## src/rtl/accum_fp_pkg.sv

```systemverilog
// accum_fp_pkg: shared widths, exponent constants and beat layout for the accumulator normaliser
package accum_fp_pkg;

    localparam int DEF_EXPONENT_WIDTH = 8;
    localparam int DEF_MANTISSA_WIDTH = 23;
    localparam int DEF_ROUNDING_BITS  = 3;
    localparam int DEF_ACC_WIDTH      = 48;

    // Count width able to represent 0..w inclusive (w itself means "all zero").
    function automatic int lzc_width(input int w);
        return $clog2(w + 1);
    endfunction

    function automatic int exp_all_ones(input int e);
        return (1 << e) - 1;
    endfunction

    function automatic int exp_bias(input int e);
        return (1 << (e - 1)) - 1;
    endfunction

    typedef struct packed {
        logic                          sign;
        logic [DEF_EXPONENT_WIDTH-1:0] exponent;
        logic [DEF_MANTISSA_WIDTH-1:0] mantissa;
        logic [DEF_ROUNDING_BITS-1:0]  rounding_bits;
        logic                          zero;
        logic                          subnormal;
        logic                          overflow;
    } beat_t;

endpackage

```

## src/rtl/leading_zero_counter.sv

```systemverilog
// leading_zero_counter: combinational priority encoder, returns WIDTH for an all-zero value
module leading_zero_counter
    import accum_fp_pkg::*;
#(
    parameter int WIDTH = 48,
    parameter int CW    = lzc_width(WIDTH)
) (
    input  logic [WIDTH-1:0] value,
    output logic [CW-1:0]    count
);

    // Scan upward so the highest set bit is the last one to win.
    always_comb begin
        count = CW'(WIDTH);
        for (int i = 0; i < WIDTH; i++)
            if (value[i]) count = CW'(WIDTH - 1 - i);
    end

endmodule

```

## src/rtl/accum_normalizer.sv

```systemverilog
// accum_normalizer: two-stage leading-one normaliser and classifier feeding result_rounder
module accum_normalizer
    import accum_fp_pkg::*;
#(
    parameter int EXPONENT_WIDTH = 8,
    parameter int MANTISSA_WIDTH = 23,
    parameter int ROUNDING_BITS  = 3,
    parameter int ACC_WIDTH      = 48
) (
    input  logic                        clk,
    input  logic                        rst,
    input  logic                        in_valid,
    output logic                        in_ready,
    input  logic                        in_sign,
    input  logic [EXPONENT_WIDTH+1:0]   in_exponent,
    input  logic [ACC_WIDTH-1:0]        in_magnitude,
    output logic                        out_valid,
    input  logic                        out_ready,
    output logic                        out_sign,
    output logic [EXPONENT_WIDTH-1:0]   out_exponent,
    output logic [MANTISSA_WIDTH-1:0]   out_mantissa,
    output logic [ROUNDING_BITS-1:0]    out_rounding_bits,
    output logic                        out_zero,
    output logic                        out_subnormal,
    output logic                        out_overflow
);

    localparam int LW  = lzc_width(ACC_WIDTH);
    localparam int XW  = EXPONENT_WIDTH + 2;
    localparam int PAD = MANTISSA_WIDTH + ROUNDING_BITS;
    localparam int FW  = ACC_WIDTH + PAD;
    localparam logic signed [XW-1:0] ZERO     = '0;
    localparam logic signed [XW-1:0] ONE      = XW'(1);
    localparam logic signed [XW-1:0] ALL_ONES = XW'(exp_all_ones(EXPONENT_WIDTH));
    localparam logic signed [XW-1:0] EXP_MIN  = {1'b1, {(XW-1){1'b0}}};
    localparam logic signed [XW:0]   ONE_W    = (XW+1)'(1);
    localparam logic signed [XW:0]   ACC_W    = (XW+1)'(ACC_WIDTH);

    typedef struct packed {
        logic                      sign;
        logic [EXPONENT_WIDTH-1:0] exponent;
        logic [MANTISSA_WIDTH-1:0] mantissa;
        logic [ROUNDING_BITS-1:0]  rounding_bits;
        logic                      zero;
        logic                      subnormal;
        logic                      overflow;
    } norm_beat_t;

    logic                   s1_valid, s1_sign, s1_zero;
    logic [ACC_WIDTH-1:0]   s1_mag;
    logic [LW-1:0]          s1_lz;
    logic signed [XW-1:0]   s1_exp_in, s1_norm_exp;
    logic [LW-1:0]          lz;
    logic signed [XW:0]     norm_wide;
    logic signed [XW-1:0]   norm_exp;
    logic                   s1_adv, s2_adv;
    logic                   ovf, normal, sub, exp_pos;
    logic [LW-1:0]          lsh, rsh;
    logic signed [XW:0]     rsh_wide;
    logic [2*ACC_WIDTH-2:0] wide;
    logic [FW-2:0]          fw;
    norm_beat_t             nxt, out_beat;

    leading_zero_counter #(.WIDTH(ACC_WIDTH)) u_lzc (.value(in_magnitude), .count(lz));

    assign s2_adv   = !out_valid || out_ready;
    assign s1_adv   = !s1_valid || s2_adv;
    assign in_ready = s1_adv;

    // Stage-1 exponent adjust, clamped to the most negative code instead of wrapping.
    always_comb begin
        norm_wide = $signed({in_exponent[XW-1], in_exponent}) - $signed({1'b0, lz});
        norm_exp  = (norm_wide[XW] != norm_wide[XW-1]) ? EXP_MIN : norm_wide[XW-1:0];
    end

    // Stage-2 classification, alignment shift and guard/round/sticky extraction.
    always_comb begin
        ovf      = !s1_zero && (s1_norm_exp >= ALL_ONES);
        normal   = !s1_zero && !ovf && (s1_norm_exp >= ONE);
        sub      = !s1_zero && !ovf && !normal;
        exp_pos  = s1_exp_in > ZERO;
        rsh_wide = ONE_W - $signed({s1_exp_in[XW-1], s1_exp_in});
        lsh      = normal ? s1_lz : (exp_pos ? LW'(s1_exp_in - ONE) : '0);
        rsh      = (sub && !exp_pos) ? ((rsh_wide >= ACC_W) ? LW'(ACC_WIDTH) : LW'(rsh_wide)) : '0;
        wide     = (2*ACC_WIDTH-1)'(({s1_mag, {ACC_WIDTH{1'b0}}} << lsh) >> rsh);
        fw       = {wide[2*ACC_WIDTH-2:ACC_WIDTH], {PAD{1'b0}}};
        nxt.sign          = s1_sign;
        nxt.exponent      = normal ? s1_norm_exp[EXPONENT_WIDTH-1:0] : (ovf ? '1 : '0);
        nxt.mantissa      = (normal || sub) ? fw[FW-2 -: MANTISSA_WIDTH] : '0;
        nxt.rounding_bits = (normal || sub) ? {fw[FW-2-MANTISSA_WIDTH -: ROUNDING_BITS-1],
                                               |fw[ACC_WIDTH-1:0] | |wide[ACC_WIDTH-1:0]} : '0;
        nxt.zero          = s1_zero;
        nxt.subnormal     = sub;
        nxt.overflow      = ovf;
    end

    // Two-register pipeline; each stage loads only when its successor frees up.
    always_ff @(posedge clk) begin
        if (rst) begin
            s1_valid    <= 1'b0;
            s1_sign     <= 1'b0;
            s1_zero     <= 1'b0;
            s1_mag      <= '0;
            s1_lz       <= '0;
            s1_exp_in   <= '0;
            s1_norm_exp <= '0;
            out_valid   <= 1'b0;
            out_beat    <= '0;
        end else begin
            if (s1_adv) begin
                s1_valid <= in_valid;
                if (in_valid) begin
                    s1_sign     <= in_sign;
                    s1_zero     <= in_magnitude == '0;
                    s1_mag      <= in_magnitude;
                    s1_lz       <= lz;
                    s1_exp_in   <= in_exponent;
                    s1_norm_exp <= norm_exp;
                end
            end
            if (s2_adv) begin
                out_valid <= s1_valid;
                if (s1_valid) out_beat <= nxt;
            end
        end
    end

    assign out_sign          = out_beat.sign;
    assign out_exponent      = out_beat.exponent;
    assign out_mantissa      = out_beat.mantissa;
    assign out_rounding_bits = out_beat.rounding_bits;
    assign out_zero          = out_beat.zero;
    assign out_subnormal     = out_beat.subnormal;
    assign out_overflow      = out_beat.overflow;

endmodule
```

## config.mk

```make
export PLATFORM = sky130hd
export DESIGN_NAME = accum_normalizer
export DESIGN_NICKNAME = d
export VERILOG_FILES = /design/src/rtl/accum_fp_pkg.sv /design/src/rtl/leading_zero_counter.sv /design/src/rtl/accum_normalizer.sv
export SDC_FILE = /design/constraint.sdc
export NUM_CORES = 1
export LEC_CHECK = 0
export ABC_AREA = 0
export CORE_MARGIN = 10
export CORE_UTILIZATION = 55
export DETAILED_ROUTE_END_ITERATION = 8
export PLACE_DENSITY = 0.76
export SKIP_LAST_GASP = 1
export SLEW_MARGIN = 20
export SYNTH_ARGS = -nofsm -noshare
export SYNTH_HDL_FRONTEND = slang
export SYNTH_SLANG_ARGS = --single-unit
```

## constraint.sdc

```tcl
create_clock -name clk -period 9.5 [get_ports clk]
set_input_delay 1.425 -clock clk [delete_from_list [all_inputs] [get_ports clk]]
set_output_delay 1.425 -clock clk [all_outputs]
set_load 0.01 [all_outputs]
```

* Word-level counts from Yosys, hierarchy flattened
Index checks and enable logic that the tools add are counted.
Word-level totals: bits in registers 116, bits in latches 0, bits in writable memories 0, memory bits (read-only) 0, bits of input ports 63, output and inout bits 40, logic and storage cells 102, memories 0
Operators by class: add/subtract/negate cells 3, multipliers 0, divide/modulo/power cells 0, magnitude comparators 4, eq/ne operators 1, shift operators 2, multiplexer cells 57, bitwise logic cells 1, reductions and logical operators 19
Operators by type and width (number):
- $mux W6 | 36
- $shl A96 B6 Y96 | 1
- $shr A96 B6 Y95 | 1
- $mux W5 | 16
- $logic_not A48 Y1 | 1
- $reduce_or A48 Y1 | 1
- $mux W23 | 1
- $reduce_or A22 Y1 | 1
- $mux W8 | 2
- $ge A11 B7 Y1 const B | 1
- $sub A10 B7 Y11 | 1
- $sub A2 B10 Y11 const A | 1
- $ge A10 B2 Y1 const B | 1
- $ge A10 B9 Y1 const B | 1
- $gt A10 B1 Y1 const B | 1
- $mux W10 | 1
- $logic_not A1 Y1 | 6
- $sub A6 B2 Y6 const B | 1
- $logic_and A1 B1 Y1 | 5
- $reduce_and A2 Y1 | 2
- $logic_or A1 B1 Y1 | 3
- $mux W3 | 1
- $ne A1 B1 Y1 | 1
- $or A1 B1 Y1 | 1

* Depth between registers and ports, before layout
Gate-level depths: netlist of run 1.
depth after elaboration 51, mapped depth 29, mapped depth without buffers 29

* Cells and area by module
A second synthesis of run 1 with hierarchy kept.
Unflattened totals: cells, all modules 1863, area, all modules 12854.8 sq um
By module, submodules not included:
- accum_normalizer | times used 1, cells an instance 1755, area each 12239.2 sq um, seq. area each 2322.2 sq um
- leading_zero_counter | times used 1, cells an instance 108, area each 615.6 sq um, seq. area each 0.0 sq um

* Worst setup path before layout of run 1
Ideal clock, no wire load.
kind input to register, from input port in_magnitude[4], to register s1_norm_exp[3], library setup time 0.065 ns, arrival time 5.805 ns, data required time 9.435 ns, path slack 3.630 ns, stages on the path 26, cells stage by stage nor2_1 o31ai_1 a211oi_1 o31ai_1 a211oi_1 o31ai_1 a211oi_1 nor3_1 nor3_1 o31a_1 o31ai_1 a211oi_1 nor3_1 o31ai_1 ha_1 a21o_1 a21o_1 a21o_1 a21o_1 a211o_1 nor3_1 xnor2_1 ha_1 nor2_1 a22oi_1 nor2_1
On the way: word-level cells in the longest chain between the ends 47
RTL lines:
- start: declaration | RTL line accum_normalizer.sv:16 | input logic [ACC_WIDTH-1:0] in_magnitude,
- $mux W5 * (12 in a row) | RTL line leading_zero_counter.sv:16 | if (value[i]) count = CW'(WIDTH - 1 - i);
- $mux W6 * (32 in a row) | RTL line leading_zero_counter.sv:16
- $sub A10 B7 Y11 * | RTL line accum_normalizer.sv:72 | norm_wide = $signed({in_exponent[XW-1], in_exponent}) - $signed({1'b0, lz});
- $ne A1 B1 Y1 | RTL line accum_normalizer.sv:73 | norm_exp = (norm_wide[XW] != norm_wide[XW-1]) ? EXP_MIN : norm_wide[XW-1:0];
- $mux W10 * | RTL line accum_normalizer.sv:73
- end signal: assignment | RTL line accum_normalizer.sv:118 | s1_norm_exp <= norm_exp;
- end: declaration | RTL line accum_normalizer.sv:52 | logic signed [XW-1:0] s1_exp_in, s1_norm_exp;
Every way passes the cells marked *; elsewhere a longest branch is shown, timed or not. A chain may end at the register's enable or synchronous reset.

* Final worst setup path of run 1
from input port in_magnitude[5], to register s1_norm_exp[4]
On the way: word-level cells in the longest chain between the ends 46
RTL lines (RTL line):
- $mux W5 * (11 in a row) | leading_zero_counter.sv:16
- $mux W6 * (32 in a row) | leading_zero_counter.sv:16
- $sub A10 B7 Y11 * | accum_normalizer.sv:72
- $ne A1 B1 Y1 | accum_normalizer.sv:73
- $mux W10 * | accum_normalizer.sv:73
Marks and branches as above.

==> results of run 1 <==
-- routing by layer --
metal	vias up	part of all wire, %	global-route usage (%)
met5	-	0.016	0
met4	2	6.6	21.0
met3	297	13	8.92
met2	1387	43	58.2
met1	7505	37	48.0
li1	7015	-	-
-- sequential cells by signal, indices dropped and copies added (netlist names), 3 cells and up --
| signal | flops |
|---|---|
| s1_mag | 48 |
| out_mantissa | 23 |
| s1_exp_in | 10 |
| s1_norm_exp | 10 |
| out_exponent | 8 |
| s1_lz | 6 |
| out_rounding_bits | 3 |
-- Yosys cell counts (6+ instances only) --
master	instances	area share (%)
nand4_1	11	0.55
buf_1	8	0.24
a211oi_1	26	1.5
a21o_1	10	0.60
xor2_1	9	0.63
buf_6	7	0.63
nor3_1	50	2.0
buf_4	12	0.71
o221ai_1	13	0.90
or3_1	8	0.40
o211a_1	9	0.71
ha_1	10	0.99
mux2i_1	54	4.3
a32oi_1	13	0.90
xnor2_1	8	0.56
o22ai_1	61	3.0
a22oi_1	79	4.7
inv_1	29	0.86
nand2_1	252	7.5
o21bai_1	10	0.60
o21ai_1	15	0.60
o32ai_1	7	0.49
dfxtp_1	116	18
nor2b_1	8	0.40
buf_2	48	1.9
nand2b_1	8	0.40
a21oi_1	166	6.6
nor4_1	19	0.94
o31ai_1	49	2.9
o2111ai_1	45	3.1
o211ai_1	60	3.6
a31oi_1	22	1.1
a221oi_1	10	0.69
o21ai_0	65	2.6
nand3_1	76	3.0
a211o_1	7	0.49
nor2_1	179	5.3
and2_1	6	0.30
mux2_2	10	0.89
clkbuf_1	89	2.7
-- area by class of cell --
type	instances	area [sq um]	share of cell area [%]
Multi-Input combinational cell	1507	9470	66.7
Sequential cell	116	2320	16.4
Timing Repair Buffer	143	1330	9.34
Clock buffer	17	425	3.00
Tap cell	285	357	2.51
Clock inverter	15	184	1.30
Inverter	29	109	0.767
-- worst max path at each step --
stage | endpoint | slack [ps] | startpoint | depth (start not counted)
floorplan | s1_norm_exp[3] | 3630 | in_magnitude[4] | 26
global placement | s1_norm_exp[8] | 2530 | in_magnitude[4] | 27
detailed placement | s1_norm_exp[3] | 2340 | in_magnitude[4] | 27
CTS | s1_norm_exp[4] | 2710 | in_magnitude[4] | 27
global route | s1_norm_exp[5] | 2140 | in_magnitude[4] | 27
finish | s1_norm_exp[4] | 2580 | in_magnitude[5] | 27
-- power by group --
group	switching, mW	leakage [nW]	total (mW)	internal (mW)
clock network	0.296	0.298	0.653	0.357
registers	0.0368	0.950	0.553	0.516
logic	1.12	3.54	1.61	0.489
-- kinds of logic after synthesis --
kind of cell,count (synthesis),share of synthesized area (%)
flip-flops,116,18.4
adder cells (fa/ha/maj),11,1.15
multiplexers,70,6.05
buffers and inverters,193,7.00
AO/OA/AOI/OAI,754,42.6
XOR/XNOR,17,1.18
AND/OR/NAND/NOR,655,23.6
-- per-stage QoR --
stage,util (%),cell area [sq um]
6_report,62.9,14200
5_1_grt,62.9,14200
2_1_floorplan,-,12600
4_1_cts,62.9,14200
3_3_place_gp,60.2,13600
3_5_place_dp,60.2,13600
-- critical path, stage by stage --
cell,delay [ps]
clkdlybuf4s50_1,450
nor2_1,190
o31ai_1,120
a211oi_1,300
o31ai_1,110
a211oi_1,310
o31ai_1,100
a211oi_1,230
nor3_1,70
nor3_1,150
o31a_1,140
o31ai_1,60
a211oi_1,400
nor3_1,80
o31ai_1,480
ha_1,340
a21o_1,170
a21o_1,200
a21o_1,190
a21o_1,200
a211o_1,340
nor3_1,200
xnor2_1,150
ha_1,290
nor2_1,340
a22oi_1,110
nor2_1,130
==> results.md, run 1 <==
- Status: finished clean
- H-tree depth: 4
- Mapped Area: 12600 sq um
- CP Capture Type: flop
- Final worst-path setup slack: 2580 ps
- Nets@finish: 1888
- I/O pin cnt: 103
- Fillers: 1956
- Global placer's final weighted congestion: 1.13
- Cells after Synth: 1816
- Worst Path Max Fanout: 6
- CTS tree: yes
- Max-cap violation count: 0
- Global Route Usage Sum: 37.9%
- Pins Over Slew Limit: 0
- Clock skew: 12.7 ps
- Hold wc startpoint: out_exponent[3]
- Core footprint: 22600 sq um
- Via density: 7.67
- Tot Pwr: 2.81 mW
- YS warnings: 0
- CTS buffer count: 17
- Worst skew pair latency: 430 ps
- Initial antenna violation count: 1
- Clock tree sinks: 116
- Antenna cells: 0
- Number of routed nets with antenna violations: 0
- R2R Setup Slk: 2820 ps
- Die height: 171 um
- Routed WL per cell: 27.3 um
- First-pass GRT wire length: 87500 um
- FMAX: 145 MHz
- Pre-CTS setup slack: 2340 ps
- Reg-to-reg endpoint: out_rounding_bits[0]
- Req. time, crit path: 9870 ps
- Cell depth of the worst hold path: 2
- Placed wire-length estimate: 41500 um
- CTS Root Buffer Type: clkbuf_16
- CP Class: input pin to flop
- RSZ-0062 raised after global routing: false
- Pwr per Cell Area: 198 nW/um^2
- Worst rel slew slack: 21.6%
- Tmin final: 6920 ps
- Syn_nets: 1890
- Worst Hold End: out_exponent[3]
- Worst-path clk slew: 70 ps
- Placed cells: 2080
- Cts-stage hold buffer count: 0
- CTS max path bufs: 2
- P_leak: 4.78 nW
- R2R depth: 19
- Most frequent cells in the layout: nand2_1 (251), nor2_1 (179), a21oi_1 (165), dfxtp_1 (116), clkdlybuf4s50_1 (101)
- Seq/Total Area, Yosys: 18.4%
- Die width: 171 um
- DRT iter0 DRCs: 3401
- PortBufs: 102
- Post-CTS Resized: 0
- DIE AREA: 29400 sq um
- Tightest Pin Transition: 1180 ps
- Final cycle utilization of the critical path: 72.8%
- Synth Flop Type: dfxtp_1
- WL final: 57800 um
- Worst endpoint data arrival time: 7280 ps
- Synth-to-layout area growth: 12.6%
- Congestion Overflow GR: 0
- Detailed Routing Iterations Pass 1: 6
- Avg Inst Size Synth: 6.94 sq um
- DRC: 0
- Asr flop ratio synth: 0%
- Row count: 55
- Hold slack final: 458 ps
- Critical path startpoint category: input pin
- Largest net degree at the start of global routing: 83
- Hold Vio Cnt, Final: 0
- DR vias: 16200
- Vias in the first global route: 14600
- Post-CTS setup buffer count: 0
- EDFF count, synth: 0
- Final setup viols: 0
- R2r startpoint: s1_exp_in[0]
- Initial core utilization: 55.8%
- Yosys reg bits: 116
- Yosys cell types: 101
- Layout cells sized above 1: 8.26%
- Most common cell after layout, fill and taps aside: nand2_1
- Setup TNS: 0 ps
- Finished Layout Cells: 2112
- IR drop worst, VDD: 0.122 mV
- Hold Path Class: flop to flop
(Power assumes the default switching activity.)
==> run 2: changes to the inputs <==
--- a/config.mk
+++ b/config.mk
@@ -9,7 +9,7 @@
 export CORE_MARGIN = 10
 export CORE_UTILIZATION = 55
 export DETAILED_ROUTE_END_ITERATION = 8
-export PLACE_DENSITY = 0.76
+export PLACE_DENSITY = 0.79
 export SKIP_LAST_GASP = 1
 export SLEW_MARGIN = 20
 export SYNTH_ARGS = -nofsm -noshare
==> constraint.sdc (replaced) <==
create_clock -name clk -period 6.3 [get_ports clk]
set_input_delay 0.945 -clock clk [delete_from_list [all_inputs] [get_ports clk]]
set_output_delay 0.945 -clock clk [all_outputs]
set_load 0.01 [all_outputs]
==> run 2 against run 1 <==
The flow now finishes with violations (negative setup slack). Routed wire length up 9.8%. Register-to-register slack worse by 2600 ps. Setup slack lost 2700 ps. Core utilization increased by 2.1 points. Final cell count up 2.0%. Die area is the same. Power increased by 60%. Combinational power grew 62%. Global-route usage grew 2.8 points. Non-clock buffer count grew 43. Via count grew 5.4%. Critical path type unchanged. Largest power group unchanged. Highest routed layer is now met4.
==> results.md, run 2 (synthesized netlist as in run 1, its figures left out) <==
- Initial core utilization: 55.8% (unchanged)
- Row count: 55 (unchanged)
- Multi-input gate area: 9510 sq um (was 9470 sq um)
- DIE AREA: 29400 sq um (unchanged)
- Register area: 2320 sq um (unchanged)
- Worst Path Max Fanout: 6 (unchanged)
- Nets@finish: 1931 (was 1888)
- Tmin final: 6420 ps
- Core footprint: 22600 sq um (unchanged)
- CTS max path bufs: 2 (unchanged)
- Placed cells: 2123 (was 2080)
- Die height: 171 um (unchanged)
- Clock tree sinks: 116 (unchanged)
- Final cycle utilization of the critical path: 102%
- Cts-stage hold buffer count: 0 (unchanged)
- Synth-to-layout area growth: 16.4% (was 12.6%)
- Cell depth of the worst hold path: 2 (unchanged)
- DR vias: 17100 (was 16200)
- Hold Vio Cnt, Final: 0 (unchanged)
- Congestion Overflow GR: 0 (unchanged)
- Max-cap violation count: 0 (unchanged)
- Initial antenna violation count: 0 (was 1)
- Routed WL per cell: 29.4 um (was 27.3 um)
- DRC: 0 (unchanged)
- Hold Path Class: flop to flop (unchanged)
- Req. time, crit path: 6650 ps (was 9870 ps)
- CTS Root Buffer Type: clkbuf_16 (unchanged)
- DRT iter0 DRCs: 3759 (was 3401)
- Worst rel slew slack: 21.9% (was 21.6%)
- Vias in the first global route: 15400 (was 14600)
- Clock skew: 16.1 ps (was 12.7 ps)
- FMAX: 156 MHz
- Largest net degree at the start of global routing: 89 (was 83)
- Status: finished, violations left (was finished clean)
- Global Route Usage Sum: 40.7% (was 37.9%)
- Tightest Pin Transition: 1170 ps (was 1180 ps)
- CP Capture Type: flop (unchanged)
- WL final: 63400 um (was 57800 um)
- I/O pin cnt: 103 (unchanged)
- Reg with most FFs: s1_mag (unchanged)
- Global placer's final weighted congestion: 1.10 (was 1.13)
- Pwr per Cell Area: 306 nW/um^2 (was 198 nW/um^2)
- Worst skew pair latency: 440 ps (was 430 ps)
- CP max stage delay: 530 ps (was 480 ps)
- Layout cells sized above 1: 10.9% (was 8.26%)
- CP endpoint: s1_norm_exp[6] (was s1_norm_exp[4])
- Fillers: 1843 (was 1956)
- Critical path startpoint category: input pin (unchanged)
- Finished Layout Cells: 2155 (was 2112)
- Die width: 171 um (unchanged)
- Antenna cells: 0 (unchanged)
- R2r startpoint: s1_norm_exp[3] (was s1_exp_in[0])
- P_leak: 5.03 nW (was 4.78 nW)
- CTS buffer count: 17 (unchanged)
- Number of routed nets with antenna violations: 0 (unchanged)
- PortBufs: 102 (unchanged)
- Max FFs per register: 48 (unchanged)
- Placed wire-length estimate: 43400 um (was 41500 um)
- Reg-to-reg endpoint: out_rounding_bits[0] (unchanged)
- Final setup viols: 6 (was 0)
- CTS tree: yes (unchanged)
- RSZ-0062 raised after global routing: true (was false)
- Worst-path clk slew: 60 ps (was 70 ps)
- Pins Over Slew Limit: 0 (unchanged)
- Slowest-stage cell, CP: clkdlybuf4s50_1 (was o31ai_1)
- Detailed Routing Iterations Pass 1: 7 (was 6)
- First-pass GRT wire length: 93900 um (was 87500 um)
- CP Class: input pin to flop (unchanged)
- Setup TNS: -371 ps (was 0 ps)
- Most frequent cells in the layout: nand2_1 (251), nor2_1 (176), a21oi_1 (165), dfxtp_1 (116), clkdlybuf4s50_1 (100) (was nand2_1 (251), nor2_1 (179), a21oi_1 (165), dfxtp_1 (116), clkdlybuf4s50_1 (101))
- Critical Path Source: in_magnitude[2] (was in_magnitude[5])
- R2R depth: 17 (was 19)
- R2R Setup Slk: 210 ps (was 2820 ps)
- Via density: 7.93 (was 7.67)
- IR drop worst, VDD: 0.244 mV (was 0.122 mV)
- Most common cell after layout, fill and taps aside: nand2_1 (unchanged)
- Worst endpoint data arrival time: 6780 ps (was 7280 ps)
- Final worst-path setup slack: -125 ps (was 2580 ps)
- Failing checks: negative setup slack
- H-tree depth: 4 (unchanged)
==> run 2: cell count changes in the layout (fill, tap and decap cells not counted), moves of 3 or more <==
cell | before | now
inv_8 | 6 | 2
buf_4 | 42 | 77
clkinv_8 | 5 | 0
bufinv_16 | 0 | 3
nor2_1 | 179 | 176
clkinv_4 | 1 | 4
buf_12 | 0 | 8
==> run 2: worst min-delay path by stage <==
stage                     from              end  slack (ps)
3_5_place_dp   out_exponent[3]  out_exponent[3]         450
3_3_place_gp   out_exponent[3]  out_exponent[3]         440
6_report       out_exponent[3]  out_exponent[3]         460
4_1_cts        out_exponent[3]  out_exponent[3]         460
5_1_grt        out_exponent[7]  out_exponent[7]         490
2_1_floorplan          s1_sign         out_sign         430
==> run 2: stage by stage <==
stage	hold WS [ps]	util, %	power [mW]	setup WS (ps)	cell area (sq um)
floorplan	432	-	2.39	892	12600
detailed placement	451	62.1	3.25	-324	14000
finish	459	65.0	4.49	-125	14700
CTS	460	64.8	4.30	52.2	14600
global route	491	65.0	4.60	-280	14700
global placement	442	62.1	3.24	72.3	14000
==> run 2: worst max-delay path: cells and delay by family <==
family          cells  cell delay [ps]
simple gates        6             1010
buf+inv             2              690
compound gates     16             3280
xor+xnor            1              190
fa+ha+maj           2              660
==> run 2: final cells by class <==
| cell class | instances | area share [%] |
|---|---|---|
| tap | 285 | 2.43 |
| clock inverter | 14 | 1.30 |
| clock buffer | 18 | 2.93 |
| inverter | 29 | 0.742 |
| timing repair buffer | 186 | 11.9 |
| multi-input combinational | 1507 | 64.8 |
| sequential | 116 | 15.8 |
==> run 2: per-layer routing <==
layer / track usage (%) / wire length [um] / up-vias / part of all wire (%)
li1: - / - / 7107 / -
met1: 49.7 / 22300 / 7805 / 35
met2: 62.1 / 27300 / 1750 / 43
met3: 11.8 / 8950 / 418 / 14
met4: 25.1 / 4910 / 0 / 7.7
met5: 0 / 0 / - / 0
==> run 2: power by group <==
part | leakage, nW | switching [mW] | internal [mW]
clock network | 0.300 | 0.413 | 0.634
logic | 3.78 | 1.77 | 0.832
registers | 0.950 | 0.0565 | 0.779
==> run 2: timing repair <==
item | in CTS | in global routing
pin swaps | 0 | 4
endpoints found under the setup margin | 1 | 10
gates resized for setup | 1 | 10
buffers inserted | 0 | 0
